### src/rtl/warp_barrier_unit.sv
// Barrier arrival tracker: holds arriving warps stalled per barrier slot and
// hands the complete warp mask to the scheduler once the last participant arrives.
module warp_barrier_unit #(
    parameter int NUM_WARPS    = 4,
    parameter int NUM_BARRIERS = 4,
    parameter int NW_BITS      = $clog2(NUM_WARPS),
    parameter int NB_BITS      = $clog2(NUM_BARRIERS)
) (
    input  logic                 clk,
    input  logic                 reset,
    input  logic                 req_valid,
    input  logic [NB_BITS-1:0]   req_id,
    input  logic [NW_BITS-1:0]   req_size_m1,
    input  logic [NW_BITS-1:0]   req_wid,
    output logic                 req_ready,
    output logic                 rel_valid,
    output logic [NB_BITS-1:0]   rel_id,
    output logic [NUM_WARPS-1:0] rel_wmask,
    input  logic                 rel_ready,
    output logic [NUM_WARPS-1:0] stalled_wmask,
    output logic                 err_dup
);

    typedef enum logic {ST_IDLE = 1'b0, ST_PEND = 1'b1} state_t;

    state_t               state_reg;
    state_t               state_next;
    logic [NB_BITS-1:0]   rel_id_reg;
    logic [NUM_WARPS-1:0] rel_wmask_reg;
    logic                 err_dup_reg;

    logic [NUM_WARPS-1:0] mask_arr  [NUM_BARRIERS];
    logic [NW_BITS-1:0]   count_arr [NUM_BARRIERS];

    logic                 accept;
    logic                 is_dup;
    logic                 is_final;
    logic                 is_step;
    logic [NUM_WARPS-1:0] wid_bit;

    assign accept   = req_valid && req_ready;
    assign wid_bit  = {{(NUM_WARPS-1){1'b0}}, 1'b1} << req_wid;
    assign is_dup   = accept && ((stalled_wmask & wid_bit) != '0);
    // Final test uses this request's size_m1, not a value latched at the first arrival.
    assign is_final = accept && !is_dup && (count_arr[req_id] == req_size_m1);
    assign is_step  = accept && !is_dup && (count_arr[req_id] != req_size_m1);

    generate
        for (genvar gi = 0; gi < NUM_BARRIERS; gi++) begin : g_bar
            logic [NUM_WARPS-1:0] mask_reg;
            logic [NW_BITS-1:0]   count_reg;
            logic                 hit;

            assign hit           = (req_id == NB_BITS'(gi));
            assign mask_arr[gi]  = mask_reg;
            assign count_arr[gi] = count_reg;

            always_ff @(posedge clk) begin
                if (!reset) begin
                    mask_reg  <= '0;
                    count_reg <= '0;
                end else if (hit && is_final) begin
                    mask_reg  <= '0;
                    count_reg <= '0;
                end else if (hit && is_step) begin
                    mask_reg  <= mask_reg | wid_bit;
                    count_reg <= count_reg + NW_BITS'(1);
                end
            end
        end
    endgenerate

    always_ff @(posedge clk) begin
        if (!reset) begin
            state_reg <= ST_IDLE;
        end else begin
            state_reg <= state_next;
        end
    end

    always_comb begin
        state_next = state_reg;
        case (state_reg)
            ST_IDLE: if (is_final)  state_next = ST_PEND;
            ST_PEND: if (rel_ready) state_next = ST_IDLE;
            default: state_next = ST_IDLE;
        endcase
    end

    always_comb begin
        rel_valid = (state_reg == ST_PEND);
        req_ready = (state_reg != ST_PEND);
    end

    // Release payload is captured only on a final arrival, so it holds through PEND.
    always_ff @(posedge clk) begin
        if (!reset) begin
            rel_id_reg    <= '0;
            rel_wmask_reg <= '0;
            err_dup_reg   <= 1'b0;
        end else begin
            err_dup_reg <= is_dup;
            if (is_final) begin
                rel_id_reg    <= req_id;
                rel_wmask_reg <= mask_arr[req_id] | wid_bit;
            end
        end
    end

    assign rel_id    = rel_id_reg;
    assign rel_wmask = rel_wmask_reg;
    assign err_dup   = err_dup_reg;

    always_comb begin
        stalled_wmask = rel_valid ? rel_wmask_reg : '0;
        for (int i = 0; i < NUM_BARRIERS; i++) begin
            stalled_wmask = stalled_wmask | mask_arr[i];
        end
    end

endmodule

### config.mk
export PLATFORM = sky130hd
export DESIGN_NAME = warp_barrier_unit
export DESIGN_NICKNAME = d
export VERILOG_FILES = /design/src/rtl/warp_barrier_unit.sv
export SDC_FILE = /design/constraint.sdc
export NUM_CORES = 1
export LEC_CHECK = 0
export ABC_AREA = 1
export CAP_MARGIN = 10
export CORE_MARGIN = 1
export CORE_UTILIZATION = 45
export DETAILED_ROUTE_END_ITERATION = 8
export DONT_BUFFER_PORTS = 1
export PLACE_DENSITY = 0.7
export REMOVE_ABC_BUFFERS = 1
export SETUP_SLACK_MARGIN = 0.4
export SYNTH_ARGS = -nofsm -noshare
export SYNTH_HDL_FRONTEND = slang
export SYNTH_SLANG_ARGS = --single-unit
### constraint.sdc
create_clock -name clk -period 3.9 [get_ports clk]
set_input_delay 1.17 -clock clk [delete_from_list [all_inputs] [get_ports clk]]
set_output_delay 1.17 -clock clk [all_outputs]
set_load 0.01 [all_outputs]
# After elaboration in Yosys (flattened, before gate mapping)
# Cells that the tools add are included.
# Widths: inputs -> output; s select.
# totals
rom_bits,0
latchBits,0
in_bits,10
output_inout_bits,13
regBits,32
memories,0
ramBits,0
wordCells,66
# classes
n_div,0
eq_ne,5
n_reduce_logical,20
n_mul,0
bitwise_logic,13
shifts,1
mux,10
magnitude_cmp,1
n_addsub,4
# op_table
cell,count
$or 4x4->4,9
$logic_and 1x1->1,13
$mux 4,3
$add 2x1->2 const B,4
$bmux 4 s2,1
$reduce_or 2->1,4
$and 4x4->4,1
$bmux 2 s2,1
$eq 2x2->1 const B,2
$mux 2,2
$reduce_bool 4->1,1
$shl 1x2->4 const A,1
$ge 3x3->1 const B,1
$not 2->3,1
$eq 2x1->1 const B,1
$eq 2x2->1,1
$logic_not 2->1,1
$mux 1,2
$ne 2x2->1,1
$not 1->1,2
$pmux 1 s2,1
$logic_not 1->1,1

# Logic depth before layout (Yosys ltp)
# Gate-level depths: netlist of run 1.
# depth
ltp_word,13
mapped_depth,14
depth_no_buf,12

# Worst setup path before layout of run 1
# Ideal clock, no wire load.
# synth_path
path_type,input port to flip-flop
startpoint,input req_id[0]
endpoint,register g_bar[2].count_reg[0]
required_time_ns,3.785
n_path_buf,2
t_arrival_ns,2.190
setup_ns,0.115
stages,13
path_slack_ns,1.595
cell_sequence,buf_6 > inv_2 > nand2_1 > nand2_1 > nand2_1 > nand2_1 > nand2_1 > nand2_2 > nand2_2 > buf_6 > nand3b_1 > nand2_2 > nor2_1
# synth_via
elab_chain_cells,8
elab_cells_between_ends,12
classes_between,eq/ne: 3; mux: 3; bitwise: 1; reduce/logical: 5
# synth_rtl
item,line_no,text
"start, declared",12,"input logic [NB_BITS-1:0] req_id,"
$not 2->3 (implied by the code),"45, 46",
$bmux 2 s2,"45, 46",
$mux 2 (implied by the code) (2 in series),"45, 46",
$eq 2x2->1,45,assign is_final = accept && !is_dup && (count_arr[req_id] == req_size_m1);
$logic_and 1x1->1,45,
$logic_and 1x1->1,62,end else if (hit && is_final) begin
$reduce_or 2->1 (no source line),--,
"end signal, assigned",67,count_reg <= count_reg + NW_BITS'(1);
"end, declared",51,logic [NW_BITS-1:0] count_reg;
# Parallel ways exist; a longest one is shown, timed or not. The select of a mux whose other input is x is not followed.
# A chain may end at the register's enable or synchronous reset.

# Worst setup path after layout of run 1
# layout_path
startpoint,input req_wid[1]
endpoint,register g_bar[1].count_reg[1]
# layout_via
elab_chain_cells,9
elab_cells_between_ends,11
classes_between,shift: 1; bitwise: 1; reduce/logical: 9
# layout_rtl
item,line_no,text
"start, declared",14,"input logic [NW_BITS-1:0] req_wid,"
$shl 1x2->4 (*),42,"assign wid_bit = {{(NUM_WARPS-1){1'b0}}, 1'b1} << req_wid;"
$and 4x4->4 (*),43,assign is_dup = accept && ((stalled_wmask & wid_bit) != '0);
$reduce_bool 4->1 (*),43,
$logic_and 1x1->1 (*),43,
$logic_not 1->1 (*),"45, 46",
$logic_and 1x1->1 (*),"45, 46",
$logic_and 1x1->1,45,
$logic_and 1x1->1,62,
$reduce_or 2->1 (no source line),--,
"end signal, assigned",67,
"end, declared",51,
# Every way passes the cells marked *; elsewhere a longest branch is shown, timed or not.

==> results of run 1 <==
## worst max-delay path, stage by stage
cell and delay, ns:
inv_1 0.05, nor2_1 0.09, nand2_1 0.08, nand2_1 0.09, nor3_4 0.51, buf_4 0.36
nand3b_1 0.12, nand2_2 0.14, nor2_1 0.06
## metal layers
layer,share of wire [%],track usage [%]
met1,46,27.02
met5,0,0
met3,6.5,5.536
met2,46,31.97
met4,2.0,8.333
## cells by family after synthesis
group | share of synthesized area [%]
AND/OR/NAND/NOR | 39.30
buffers and inverters | 13.81
AO/OA/AOI/OAI | 10.24
flip-flops | 36.65
## area by class of cell
type,instances,area [um^2]
Fill cell,384,1896
Multi-Input combinational cell,176,865.8
Sequential cell,32,640.6
Inverter,40,150.1
Clock buffer,5,68.82
Tap cell,48,60.06
Timing Repair Buffer,1,7.507
## layout by cell type, fill, tap and decap left out
cell type,netlist,layout
a21oi_1,27,27
buf_4,2,1
clkbuf_8,0,5
dfxtp_1,32,32
inv_1,39,39
inv_2,1,1
nand2_1,56,56
nand2_2,7,7
nand3_1,13,13
nand3b_1,9,9
nand4_1,25,25
nor2_1,25,25
nor2_2,2,2
nor3_1,3,3
nor3_4,1,1
o211ai_1,2,2
o21ai_0,2,2
o22ai_1,3,3
or2_2,1,1
## power groups by stage
stage	combinational (W)	clock [W]	sequential (W)
CTS	0.0000890	0.000227	0.000347
global placement	0.0000883	0	0.000354
floorplan	0.0000689	0	0.000352
detailed placement	0.0000889	0	0.000354
finish	0.0000900	0.000223	0.000347
global route	0.000102	0.000240	0.000348
## per-stage QoR
| stage | util [%] | setup slack (ns) | total power (W) | hold slack, ns | instance area [um^2] |
|---|---|---|---|---|---|
| global placement | 46.74 | 1.177 | 0.0004425 | 0.4567 | 1724 |
| finish | 48.61 | 1.382 | 0.0006600 | 0.4695 | 1793 |
| detailed placement | 46.74 | 1.110 | 0.0004432 | 0.4615 | 1724 |
| global route | 48.61 | 1.211 | 0.0006902 | 0.4890 | 1793 |
| floorplan | - | 1.034 | 0.0004211 | 0.4431 | 1657 |
| CTS | 48.61 | 1.405 | 0.0006630 | 0.4712 | 1793 |
## how the worst max path moves through the flow
| stage | depth (start not counted) | endpoint |
|---|---|---|
| after floorplan | 8 | rel_id[0]$_SDFFE_PN0P_ |
| after global placement | 9 | g_bar[0].mask_reg[2]$_SDFFE_PP0P_ |
| after detailed placement | 9 | g_bar[0].count_reg[0]$_SDFFE_PP0P_ |
| after CTS | 9 | g_bar[0].count_reg[0]$_SDFFE_PP0P_ |
| after global routing | 9 | g_bar[0].mask_reg[0]$_SDFFE_PP0P_ |
| final | 9 | g_bar[1].count_reg[1]$_SDFFE_PP0P_ |
==> results.md, run 1 <==
* Synth top area share at 36.65%
* Number of detailed-route iterations in the first pass at 4
* Vias per inst at 5.460
* Area Overhead vs Synth at 2.577%
* First-pass GRT wire length at 6610 um
* Fin crit share at 64.56%
* Die X at 64.33 um
* Vias in the first global route at 1,424
* Worst R2R Path Depth at 9
* Mean Syn Cell Area at 6.749 um^2
* Setup TNS at 0 ns
* Drt initial violations at 134
* Worst setup SP type: primary input
* Synth warnings at 0
* Clock buffer count from CTS at 5
* Clk slew on worst S/H paths at 0.06 ns
* Synth Cell Area at 1748 um^2
* Worst R2R Start: rel_valid$_SDFF_PN0_
* WP data required at 4.07 ns
* # port buffers at 0
* Num rows at 22
* Internal power at 0.0004776 W
* Final Hold Viols at 0
* # clock sinks at 32
* Largest net degree at the start of global routing at 39
* Worst setup path category: primary input to register
* Total global-route track usage at 20.67%
* Synth cell count leaders: 56 x nand2_1, 39 x inv_1, 32 x dfxtp_1
* DR DRC count at 0
* Clk root buf: clkbuf_8
* Sequential-to-total area share from yosys stat at 36.65%
* Top cells by area, synth: dfxtp_1 37%, nand2_1 12%, nand4_1 8.9%
* Psw at 0.0001823 W
* DIE AREA at 4138 um^2
* Slew @ Worst Pin at 0.5871 ns
* Layout cells sized above 1 at 7.087%
* Hold/Removal Path Class: register to register
* Hold Crit Start: g_bar[3].mask_reg[0]$_SDFFE_PP0P_
* Fmax at 0.3972 GHz
* Cells after Synth at 259
* Die Y at 64.33 um
* Status: completed
* Switching Fraction at 27.63%
* Clock power share at 33.8%
* Max FFs per register at 16
* Clk Latency, worst-skew pair at 0.28 ns
* Seq cells post-synth at 32
* Post-route ant nets at 0
* Sequential share of power at 52.6%
* Setup crit end kind: register
* Number of max-cap violations at 0
* Leakage power at 0.6867 nW
* GR Overflow Total at 0
* Core area at 3689 um^2
* Post-synth ARST share at 0%
* Max Buffers Root-to-Sink at 2
* Quantity of gates resized following cts at 0
* Setup violators final at 0
* Clock skew at 0.003516 ns
* DP Cell Count at 297
* Top FF cell, synth: dfxtp_1
* Via count at 1,649
* Worst R2R End: g_bar[1].count_reg[1]$_SDFFE_PP0P_
* Post-CTS Hold Buffers at 0
* Worst vdd ir at 0.1392 mV
* Diode count at 0
* Total number of H-tree levels at 2
* Initial core utilization at 47.39%
* Max-slew violation count at 0
* CP startpoint: req_wid[1]
* Setup bufs post-CTS at 0
* Final std cells w/o fill at 302
* RSZ-0062 raised after global routing: false
* Crit path DAT at 2.69 ns
* Hold EP: g_bar[3].mask_reg[0]$_SDFFE_PP0P_
* Routed length per instance at 13.16 um
* RePlAce Congestion at 0.9390
* Synth area leader: dfxtp_1
* DP Wirelength at 2906 um
* Slew HR at 60.72%
* Distinct cells, synth at 20
* Most frequent cell after synthesis: nand2_1
* Setup slack, reg-to-reg at 1.71 ns
* Power Density at 368.1 nW/um^2
* Ports at 23
* Drt total wl at 3974 um
* Layout Nets at 266
* Number of flops mapped to enable cells by yosys at 0
* Fin crit period at 2.518 ns
* CTS tree: done
* Crit Path Max Fanout at 25
* Part of the power in combinational logic at 13.6%
* Hold path depth at 2
* Initial antenna violation count at 0
Note: power is estimated with default switching activity, not from simulation.
==> inputs of run 2 (changes only) <==
- clock period: 3.9 -> 2.6 ns (I/O delays scaled with it)
==> run 2 against run 1 <==
Wire length up 2.1%; utilization grew 1.7 points; cell area increased by 3.4%; combinational power rose by 62%; hold slack worse by 0.0019 ns; critical path depth rose by 1; setup slack worse by 0.64 ns.
==> results.md, run 2 (same netlist as run 1, synthesis figures left out) <==
* Worst setup SP type: primary input
* Leakage power at 0.7268 nW
* Num rows at 22
* GR Overflow Total at 0
* RSZ-0062 raised after global routing: false
* CP bufs+invs at 2
* Final std cells w/o fill at 311
* Top delay family on crit path: simple AND/OR/NAND/NOR gates
* Layout Nets at 273
* # clock sinks at 32
* CTS tree: done
* CP most frequent cell: nand2_1
* Slowest-stage cell, CP: nand2_2
* Via count at 1,627
* Total number of H-tree levels at 2
* DP Wirelength at 2984 um
* Reg area at 640.6 um^2
* Clk slew on worst S/H paths at 0.06 ns
* Most frequent cells in the layout: 56 x nand2_1, 39 x inv_1, 32 x dfxtp_1
* Diode count at 0
* RePlAce Congestion at 0.8582
* Max Buffers Root-to-Sink at 2
* Routed length per instance at 13.04 um
* Hold/Removal Path Class: register to register
* First-pass GRT wire length at 6796 um
* Fill cells at 377
* Total global-route track usage at 21.96%
* Clock skew at 0.003694 ns
* Clk root buf: clkbuf_8
* Setup TNS at 0 ns
* Drt initial violations at 94
* Die Y at 64.33 um
* DP Cell Count at 304
* DR DRC count at 0
* Multi-input combinational cell area at 865.8 um^2
* Number of detailed-route iterations in the first pass at 4
* DIE AREA at 4138 um^2
* Post-route ant nets at 0
* Vias per inst at 5.232
* Ports at 23
* Clock buffer count from CTS at 5
* Largest net degree at the start of global routing at 27
* Fmax at 0.5383 GHz
* Setup bufs post-CTS at 0
* Worst setup path category: primary input to register
* Setup violators final at 0
* WP data required at 2.82 ns
* Max FFs per register at 16
* Core area at 3689 um^2
* Die X at 64.33 um
* Quantity of gates resized following cts at 0
* Drt total wl at 4056 um
* Slew HR at 71.89%
* Post-CTS Hold Buffers at 0
* Initial antenna violation count at 0
* Area Overhead vs Synth at 6.085%
* # port buffers at 0
* Power Density at 554.6 nW/um^2
* Worst path depth at 10
* Final Hold Viols at 0
* Crit Path Max Fanout at 26
* Vias in the first global route at 1,451
* Fin crit period at 1.858 ns
* Most common cell after layout, fill and taps aside: nand2_1
* Clk Latency, worst-skew pair at 0.29 ns
* Max-slew violation count at 0
* Worst R2R Path Depth at 9
* Status: completed
* Layout cells sized above 1 at 9.886%
* Initial core utilization at 47.39%
* Worst vdd ir at 0.2976 mV
* Crit path DAT at 2.08 ns
* Worst path max stage delay at 0.33 ns
* Slew @ Worst Pin at 0.4202 ns
* Number of max-cap violations at 0
* Hold path depth at 2
* Fin crit share at 71.46%
* Setup crit end kind: register
* Critical-path cell list: inv_2 > nand2_1 > nand2_1 > nand2_1 > nand3b_1 > nand2_2 > nand2_2 > buf_4 > nand4_1 > a21oi_1
## run 2: path summary, 6_finish.rpt
check                                          from                                 to  slack [ns]
setup reg to reg               rel_valid$_SDFF_PN0_             rel_id[0]$_SDFFE_PN0P_        0.78
hold reg to reg   g_bar[3].mask_reg[0]$_SDFFE_PP0P_  g_bar[3].mask_reg[0]$_SDFFE_PP0P_        0.47
setup / recovery                          req_id[0]  g_bar[1].mask_reg[3]$_SDFFE_PP0P_        0.74
hold / removal    g_bar[3].mask_reg[0]$_SDFFE_PP0P_  g_bar[3].mask_reg[0]$_SDFFE_PP0P_        0.47
## run 2: where the power goes
part | internal [W] | switching, W | leakage, nW
logic | 0.0000467 | 0.0000997 | 0.427
clock network | 0.000182 | 0.000180 | 0.0410
registers | 0.000506 | 0.0000141 | 0.259
## run 2: cell type report
class | count | share of cell area (%)
multi-input cells | 176 | 46.69
flip-flops and latches | 32 | 34.55
inverters | 40 | 8.097
clock buffers | 6 | 3.914
repair buffers | 8 | 3.239
well taps | 48 | 3.239
clock inverters | 1 | 0.2699
## run 2: layer usage
metal	track usage (%)	routed length (um)	vias to the layer above
met5	0	0	-
met2	33.55	1805	41
met1	28.28	1917	723
li1	-	-	854
met3	5.893	228	9
met4	10.83	104	0
## run 2: metrics by stage
step	instance area (um^2)	power, W	hold slack [ns]	worst slack (ns)	utilization, %
finish	1854	0.001028	0.4676	0.7421	50.27
global route	1854	0.001082	0.4889	0.5332	50.27
CTS	1854	0.001038	0.4693	0.7230	50.27
detailed placement	1777	0.0006763	0.4591	0.4565	48.17
global placement	1777	0.0006747	0.4570	0.4837	48.17
floorplan	1657	0.0006317	0.4431	0.1239	-
## run 2: worst reg2reg max path: stages (launching register included)
cell,delay [ns]
dfxtp_1,0.39
nand2_1,0.11
nand3_1,0.18
nand2_1,0.10
nand2_1,0.10
nor3_4,0.18
buf_4,0.24
nand3_1,0.24
nand2_1,0.12
a21oi_1,0.06
